### src/rtl/multicycle_controller.sv
// rtl/multicycle_controller.sv - multicycle MIPS control FSM with memory handshake, illegal flag and retire counter
// Outputs decode from the state register; only FETCH also looks at memReady to gate irWrite/pcWrite.
module multicycle_controller (
  input  logic        clock,
  input  logic        reset,
  input  logic [5:0]  opCode,
  input  logic [5:0]  funcCode,
  input  logic        memReady,
  output logic        pcWrite,
  output logic        pcWriteCond,
  output logic        iorD,
  output logic        memRead,
  output logic        memWrite,
  output logic        irWrite,
  output logic        regWrite,
  output logic [1:0]  regDst,
  output logic [1:0]  memtoReg,
  output logic        aluSrcA,
  output logic [1:0]  aluSrcB,
  output logic [2:0]  opALU,
  output logic [1:0]  pcSource,
  output logic        illegal,
  output logic [31:0] instrCount
);

  typedef enum logic [3:0] {
    IDLE, FETCH, DECODE, MEM_ADDR, MEM_READ, MEM_WB, MEM_WRITE, R_EXEC,
    R_WB, I_EXEC, I_WB, BRANCH, JUMP, JAL, JR, HALT
  } state_t;

  localparam logic [5:0] OP_RTYPE = 6'h00, OP_J = 6'h02, OP_JAL = 6'h03, OP_BEQ = 6'h04;
  localparam logic [5:0] OP_ORI = 6'h0d, OP_LUI = 6'h0f, OP_LW = 6'h23, OP_SW = 6'h2b;
  localparam logic [5:0] FN_ADDU = 6'h21, FN_SUBU = 6'h23, FN_AND = 6'h24, FN_OR = 6'h25;
  localparam logic [5:0] FN_SLT = 6'h2a, FN_JR = 6'h08;

  localparam logic [2:0] ALU_ADD = 3'b000, ALU_SUB = 3'b001, ALU_AND = 3'b010, ALU_OR = 3'b011;
  localparam logic [2:0] ALU_SLT = 3'b100, ALU_LUI = 3'b101, ALU_ORI = 3'b110;

  state_t      state_q, state_d;
  logic        illegal_q, illegal_d;
  logic [31:0] count_q, count_d;
  logic        retire;

  always_comb begin
    state_d = state_q;
    retire  = 1'b0;
    case (state_q)
      IDLE:     state_d = FETCH;
      FETCH:    if (memReady) state_d = DECODE;
      DECODE: begin
        case (opCode)
          OP_LW, OP_SW: state_d = MEM_ADDR;
          OP_RTYPE: begin
            case (funcCode)
              FN_ADDU, FN_SUBU, FN_AND, FN_OR, FN_SLT: state_d = R_EXEC;
              FN_JR:   state_d = JR;
              default: state_d = HALT;
            endcase
          end
          OP_ORI, OP_LUI: state_d = I_EXEC;
          OP_BEQ:  state_d = BRANCH;
          OP_J:    state_d = JUMP;
          OP_JAL:  state_d = JAL;
          default: state_d = HALT;
        endcase
      end
      MEM_ADDR: state_d = (opCode == OP_SW) ? MEM_WRITE : MEM_READ;
      MEM_READ: if (memReady) state_d = MEM_WB;
      MEM_WRITE: begin
        if (memReady) begin
          state_d = FETCH;
          retire  = 1'b1;
        end
      end
      R_EXEC:   state_d = R_WB;
      I_EXEC:   state_d = I_WB;
      MEM_WB, R_WB, I_WB, BRANCH, JUMP, JAL, JR: begin
        state_d = FETCH;
        retire  = 1'b1;
      end
      HALT:     state_d = HALT;
      default:  state_d = IDLE;
    endcase
  end

  assign illegal_d = illegal_q | (state_d == HALT);
  assign count_d   = count_q + {31'd0, retire};

  always_ff @(posedge clock or negedge reset) begin
    if (!reset) begin
      state_q   <= IDLE;
      illegal_q <= 1'b0;
      count_q   <= 32'd0;
    end else begin
      state_q   <= state_d;
      illegal_q <= illegal_d;
      count_q   <= count_d;
    end
  end

  always_comb begin
    pcWrite     = 1'b0;
    pcWriteCond = 1'b0;
    iorD        = 1'b0;
    memRead     = 1'b0;
    memWrite    = 1'b0;
    irWrite     = 1'b0;
    regWrite    = 1'b0;
    regDst      = 2'b00;
    memtoReg    = 2'b00;
    aluSrcA     = 1'b0;
    aluSrcB     = 2'b00;
    opALU       = ALU_ADD;
    pcSource    = 2'b00;
    case (state_q)
      FETCH: begin
        memRead = 1'b1;
        aluSrcB = 2'b01;
        irWrite = memReady;
        pcWrite = memReady;
      end
      DECODE:   aluSrcB = 2'b11;
      MEM_ADDR: begin
        aluSrcA = 1'b1;
        aluSrcB = 2'b10;
      end
      MEM_READ: begin
        memRead = 1'b1;
        iorD    = 1'b1;
      end
      MEM_WRITE: begin
        memWrite = 1'b1;
        iorD     = 1'b1;
      end
      MEM_WB: begin
        regWrite = 1'b1;
        memtoReg = 2'b01;
      end
      R_EXEC: begin
        aluSrcA = 1'b1;
        case (funcCode)
          FN_SUBU: opALU = ALU_SUB;
          FN_AND:  opALU = ALU_AND;
          FN_OR:   opALU = ALU_OR;
          FN_SLT:  opALU = ALU_SLT;
          default: opALU = ALU_ADD;
        endcase
      end
      R_WB: begin
        regWrite = 1'b1;
        regDst   = 2'b01;
      end
      I_EXEC: begin
        aluSrcA = 1'b1;
        aluSrcB = 2'b10;
        opALU   = (opCode == OP_LUI) ? ALU_LUI : ALU_ORI;
      end
      I_WB:     regWrite = 1'b1;
      BRANCH: begin
        aluSrcA     = 1'b1;
        opALU       = ALU_SUB;
        pcWriteCond = 1'b1;
        pcSource    = 2'b01;
      end
      JUMP: begin
        pcWrite  = 1'b1;
        pcSource = 2'b10;
      end
      // PC already holds PC+4 from FETCH, so $31 gets the return address directly.
      JAL: begin
        pcWrite  = 1'b1;
        pcSource = 2'b10;
        regWrite = 1'b1;
        regDst   = 2'b10;
        memtoReg = 2'b10;
      end
      JR: begin
        pcWrite  = 1'b1;
        pcSource = 2'b11;
      end
      default: ;
    endcase
  end

  assign illegal    = illegal_q;
  assign instrCount = count_q;

endmodule

### config.mk
export PLATFORM = sky130hd
export DESIGN_NAME = multicycle_controller
export DESIGN_NICKNAME = d
export VERILOG_FILES = /design/src/rtl/multicycle_controller.sv
export SDC_FILE = /design/constraint.sdc
export NUM_CORES = 1
export LEC_CHECK = 0
export BUFFER_PORTS_ARGS = -buffer_cell sky130_fd_sc_hd__buf_2
export CORE_UTILIZATION = 35
export CTS_CLUSTER_DIAMETER = 120
export DETAILED_ROUTE_END_ITERATION = 10
export GPL_TIMING_DRIVEN = 0
export PLACE_DENSITY_LB_ADDON = 0.15
export SLEW_MARGIN = 20
export SYNTH_ARGS = -nofsm -noshare
export SYNTH_HDL_FRONTEND = slang
export SYNTH_SLANG_ARGS = --single-unit
### constraint.sdc
create_clock -name clock -period 2.5 [get_ports clock]
set_input_delay 0.5 -clock clock [delete_from_list [all_inputs] [get_ports clock]]
set_output_delay 0.5 -clock clock [all_outputs]
set_load 0.1 [all_outputs]
### After elaboration in Yosys (flattened, before gate mapping)

Index checks and enable logic that the tools add are counted.

* input port bits: 15
* flip-flop bits (word level): 37
* output and inout bits: 52
* logic and storage cells: 72

* reductions and logical operators: 14
* mux-type cells: 24
* bitwise operators: 1
* add/subtract/negate cells: 1
* equality and inequality tests: 29

Operators by type and width (count)
* equality test 6 bit (second input constant): 7
* equality test 4 bit (second input constant): 9
* one-hot mux 4 bit (9 select lines): 1
* adder 32 x 1 -> 32 bit: 1
* one-hot mux 4 bit (6 select lines): 1
* equality test 6 x 4 -> 1 bit (second input constant): 3
* equality test 4 x 3 -> 1 bit (second input constant): 4
* equality test 6 x 2 -> 1 bit (second input constant): 2
* two-way mux 4 bit: 3
* one-hot mux 2 bit (3 select lines): 2
* one-hot mux 3 bit (4 select lines): 1
* OR reduction 2 bit: 6
* one-hot mux 3 bit (3 select lines): 1
* equality test 4 x 2 -> 1 bit (second input constant): 2
* two-way mux 1 bit: 8
* one-hot mux 2 bit (2 select lines): 2
* one-hot mux 4 bit (2 select lines): 1
* OR reduction 4 bit: 2
* OR reduction 8 bit: 1
* OR reduction 7 bit: 1
* equality test 6 x 3 -> 1 bit (second input constant): 1
* logical NOT 6 bit: 1
* OR reduction 5 bit: 1
* equality test 4 x 1 -> 1 bit (second input constant): 1
* other kinds (5): 7

### Longest topological paths before layout

* depth after elaboration: 7
* gate-level depth with buffers: 12
* mapped depth without buffers: 11

### Least setup slack after synthesis

OpenSTA, ideal clock, no wires.

* kind: reg-to-output
* from: reg state_q[0]
* to: out opALU[1]
* data arrival time: 3.266 ns
* cell stages (with the launch flop): 5
* required time: 2.000 ns
* path slack: -1.266 ns
* path buffers: 2
* cells stage by stage: dfrtp_1 -> clkbuf_1 -> clkbuf_1 -> nand2b_1 -> o32ai_1

* word-level cells in the longest chain between the ends: 2
* elaborated cells between the ends (all ways): 4
* those cells by class: eq/ne (3); mux (1)

RTL lines
* start: declaration: RTL line 39 `state_t state_q, state_d;`
* start signal: assignment: RTL line 95 `state_q <= state_d;`
* equality test 4 bit / equality test 4 x 3 -> 1 bit (equally long branches): RTL line 115 `case (state_q)`
* one-hot mux 3 bit (3 select lines) (*): RTL line 115
* end: declaration: RTL line 20 `output logic [2:0] opALU,`

Mark *: on every way between the ends. The rest lies on a longest branch, timed or not.

### Worst setup path in the final report

* from: reg state_q[2]
* to: out memRead

* word-level cells in the longest chain between the ends: 3
* elaborated cells between the ends (all ways): 4
* those cells by class: eq/ne (2); mux (1); reduce/logical (1)

RTL lines
* equality test 4 x 1 -> 1 bit / equality test 4 x 3 -> 1 bit (equally long branches): RTL line 115
* OR reduction 2 bit (no line) (*)
* two-way mux 1 bit (*): RTL line 115
* end: declaration: RTL line 12 `output logic memRead,`

Marked as above.

==> results.py <==
metrics = {
    "outcome": {
        "outcome": "completed",
    },
    "clock_tree": {
        "cts_tree": "done",
        "path_clk_slew_ns": 0.07,
        "clockRootBuffer": "clkbuf_8",
        "cts.htree.levels": 2,
        "clk_latency_ns": 0.28,
        "cts_buffer_depth": 2,
        "cts.sinks": 37,
        "numCtsBuffers": 5,
        "cts_hold_buf": 0,
    },
    "global_routing": {
        "overflow": 0,
        "antenna_found_initial": 0,
        "grt_pass1_wl_um": 7810,
        "grt_max_degree": 38,
        "grtUsageTotal_pct": 15.7,
        "grt_pass1_vias": 1628,
    },
    "synthesis": {
        "syn_avg_cell_area_um2": 9.31,
        "yosysMostFrequentCell": "dfrtp_1",
        "syn_nets": 241,
        "synth-edff-count": 0,
        "synth_flop_cell": "dfrtp_1",
        "yosysTopAreaCell": "dfrtp_1",
        "synth-seq-cells": 37,
        "synth_warnings": 0,
        "syn-instance-count": 224,
        "synth_area_um2": 2080,
        "synth_commonest_cells": "dfrtp_1, xnor2_1, nand2_1",
        "yosysTopAreaCellShare_pct": 44.4,
        "seq_area_frac_synth_pct": 44.4,
        "synth_cell_types": 46,
        "synth-async-reset-ratio_pct": 100,
        "synth_area_leaders": "dfrtp_1, xnor2_1, nand3_1",
    },
    "floorplanning": {
        "fp.coreArea_um2": 5610,
        "ios": 67,
        "rows": 27,
        "die_height_um": 79.2,
        "die_area_um2": 6270,
        "initial_core_util_pct": 37.2,
        "dieWidth_um": 79.2,
    },
    "hold_path": {
        "min_path_type": "input port to asynchronous set/reset pin",
    },
    "placement": {
        "placed_cell_area_um2": 2590,
        "place_congestion": 0.823,
        "io_buffers": 66,
        "dp_hpwl_um": 3510,
    },
    "route": {
        "wl_um": 4710,
        "drc": 0,
        "post_drt_via_cell_ratio": 4.97,
        "drtPass1Iterations": 4,
        "drtAntennaViolNets": 0,
        "route.detailed.wl_per_inst_um": 12.6,
        "drtIter0Drc": 55,
        "vias": 1853,
    },
    "timing": {
        "grt_setup_unrepaired": "yes",
        "fin_crit_sh_pct": 96.5,
        "max_slew_margin_pct": 47.1,
        "finalMaxSlewViolations": 0,
        "fin_worst_skew_ns": 0.00479,
        "fmax_mhz": 415,
        "hold_viol": 0,
        "worst_pin_slew_ns": 0.793,
        "final-setup-viol-count": 0,
        "post-route-min-period_ns": 2.41,
        "finalSetupTns_ns": 0,
    },
    "final_layout": {
        "drive_gt1_share_pct": 37.5,
        "fin_nets": 317,
        "final_area_um2": 2800,
        "fin_util_pct": 50.0,
        "antenna_cells": 0,
        "areaGrowthSynthToFinish_pct": 34.5,
    },
    "setup_path": {
        "crit_chain": "buf_6 -> buf_4 -> nand2b_1 -> a211oi_4 -> buf_2",
        "crit_path_max_incr_delay_ns": 0.45,
        "cp.arrival_ns": 1.91,
        "cp.required_ns": 2.00,
        "worst-path-max-fanout": 6,
        "endpoint_kind": "output pin",
        "start_kind": "flip-flop",
        "worst-setup-path-type": "flip-flop to output pin",
        "slowest_stage": "buf_2",
    },
    "power": {
        "total_power_w": 0.00342,
        "powerDensity_nw_per_um2": 1220,
        "clkPwrFrac_pct": 15.2,
        "peakVddDrop_v": 0.00103,
        "sequentialPowerShare_pct": 22.8,
        "p_leak_nw": 1.37,
        "switching_power_w": 0.00196,
        "p_int_w": 0.00147,
        "p_comb_share_pct": 62.0,
        "switching_share_pct": 57.2,
    },
    "flow_run": {
        "cap_violations": 0,
    },
}
-- layout by cell type, fill, tap and decap left out, types with 6 or more instances in the layout --
cell type and n:
buf_2 64, dfrtp_1 36, xnor2_1 26, nand2_1 21, nand3_1 18, nor2_1 13
nand2b_1 9, nand4_1 6, clkbuf_8 6
-- kinds of logic (layout without fill, tap and decap cells) --
| kind of cell | count (synthesis) | after routing | share of synthesized area (%) |
|---|---|---|---|
| AND/OR/NAND/NOR | 109 | 109 | 28.8 |
| AO/OA/AOI/OAI | 29 | 29 | 8.76 |
| XOR/XNOR | 31 | 31 | 13.0 |
| flip-flops | 37 | 37 | 44.4 |
| multiplexers | 2 | 2 | 0.960 |
| buffers and inverters | 14 | 91 | 2.88 |
| adder cells (fa/ha/maj) | 2 | 2 | 1.20 |
-- worst max-delay path, delay by kind of cell (launching register included) --
| kind | cells | cell delay (ns) |
|---|---|---|
| flops | 1 | 0.43 |
| compound gates | 1 | 0.24 |
| buf+inv | 3 | 0.76 |
| simple gates | 1 | 0.21 |
-- per-layer routing --
layer	global-route usage [%]	vias to the layer above	wire length, um
li1	-	938	-
met1	20.5	865	2180
met2	25.3	43	2270
met3	4.14	7	203
met4	4.91	0	62
met5	0	-	0
-- sequential cells by signal, indices dropped and copies added (netlist names) --
register    cells
instrCount     32
illegal         1
state_q         4
-- worst paths after layout --
path                                 from              to  slack [ns]  cells after the start
max in group asynchronous           reset      state_q[0]        1.65                      1
max reg2reg                    state_q[3]  instrCount[23]        0.11                      9
min reg2reg                instrCount[31]  instrCount[31]        0.47                      1
min                                 reset   instrCount[3]        0.30                      1
min in group clock         instrCount[31]  instrCount[31]        0.47                      1
max                            state_q[2]         memRead        0.09                      5
-- through the flow --
stage	hold slack, ns	setup WS [ns]	instances
finish	0.298	0.0885	373
global route	0.370	-0.00614	373
CTS	0.326	0.0144	370
detailed placement	0.458	-0.512	362
global placement	0.456	-0.547	362
floorplan	0.204	-0.463	224
-- power by group through the flow --
stage          Clock [W]  Sequential [W]  Combinational, W
2_1_floorplan          0         0.00110           0.00141
3_3_place_gp           0        0.000768           0.00207
3_5_place_dp           0        0.000769           0.00207
4_1_cts         0.000545        0.000775           0.00207
5_1_grt         0.000567        0.000797           0.00222
6_report        0.000521        0.000781           0.00212
-- final cells by class --
cell class / instances / area [um2]
Fill cell: 567 / 2810
Multi-Input combinational cell: 173 / 1220
Sequential cell: 37 / 927
Timing Repair Buffer: 70 / 373
Tap cell: 72 / 90.1
Clock buffer: 7 / 86.3
Buffer: 8 / 61.3
Clock inverter: 1 / 30.0
Inverter: 5 / 18.8
-- what timing repair did --
item / CTS / global route
endpoints found under the setup margin: 36 / 23
buffers inserted: 1 / 3
pin swaps: 1 / 2
hold endpoints to repair: 0 / 0
gates resized for setup: 12 / 16
No activity file was read; power rests on OpenSTA's default activity.
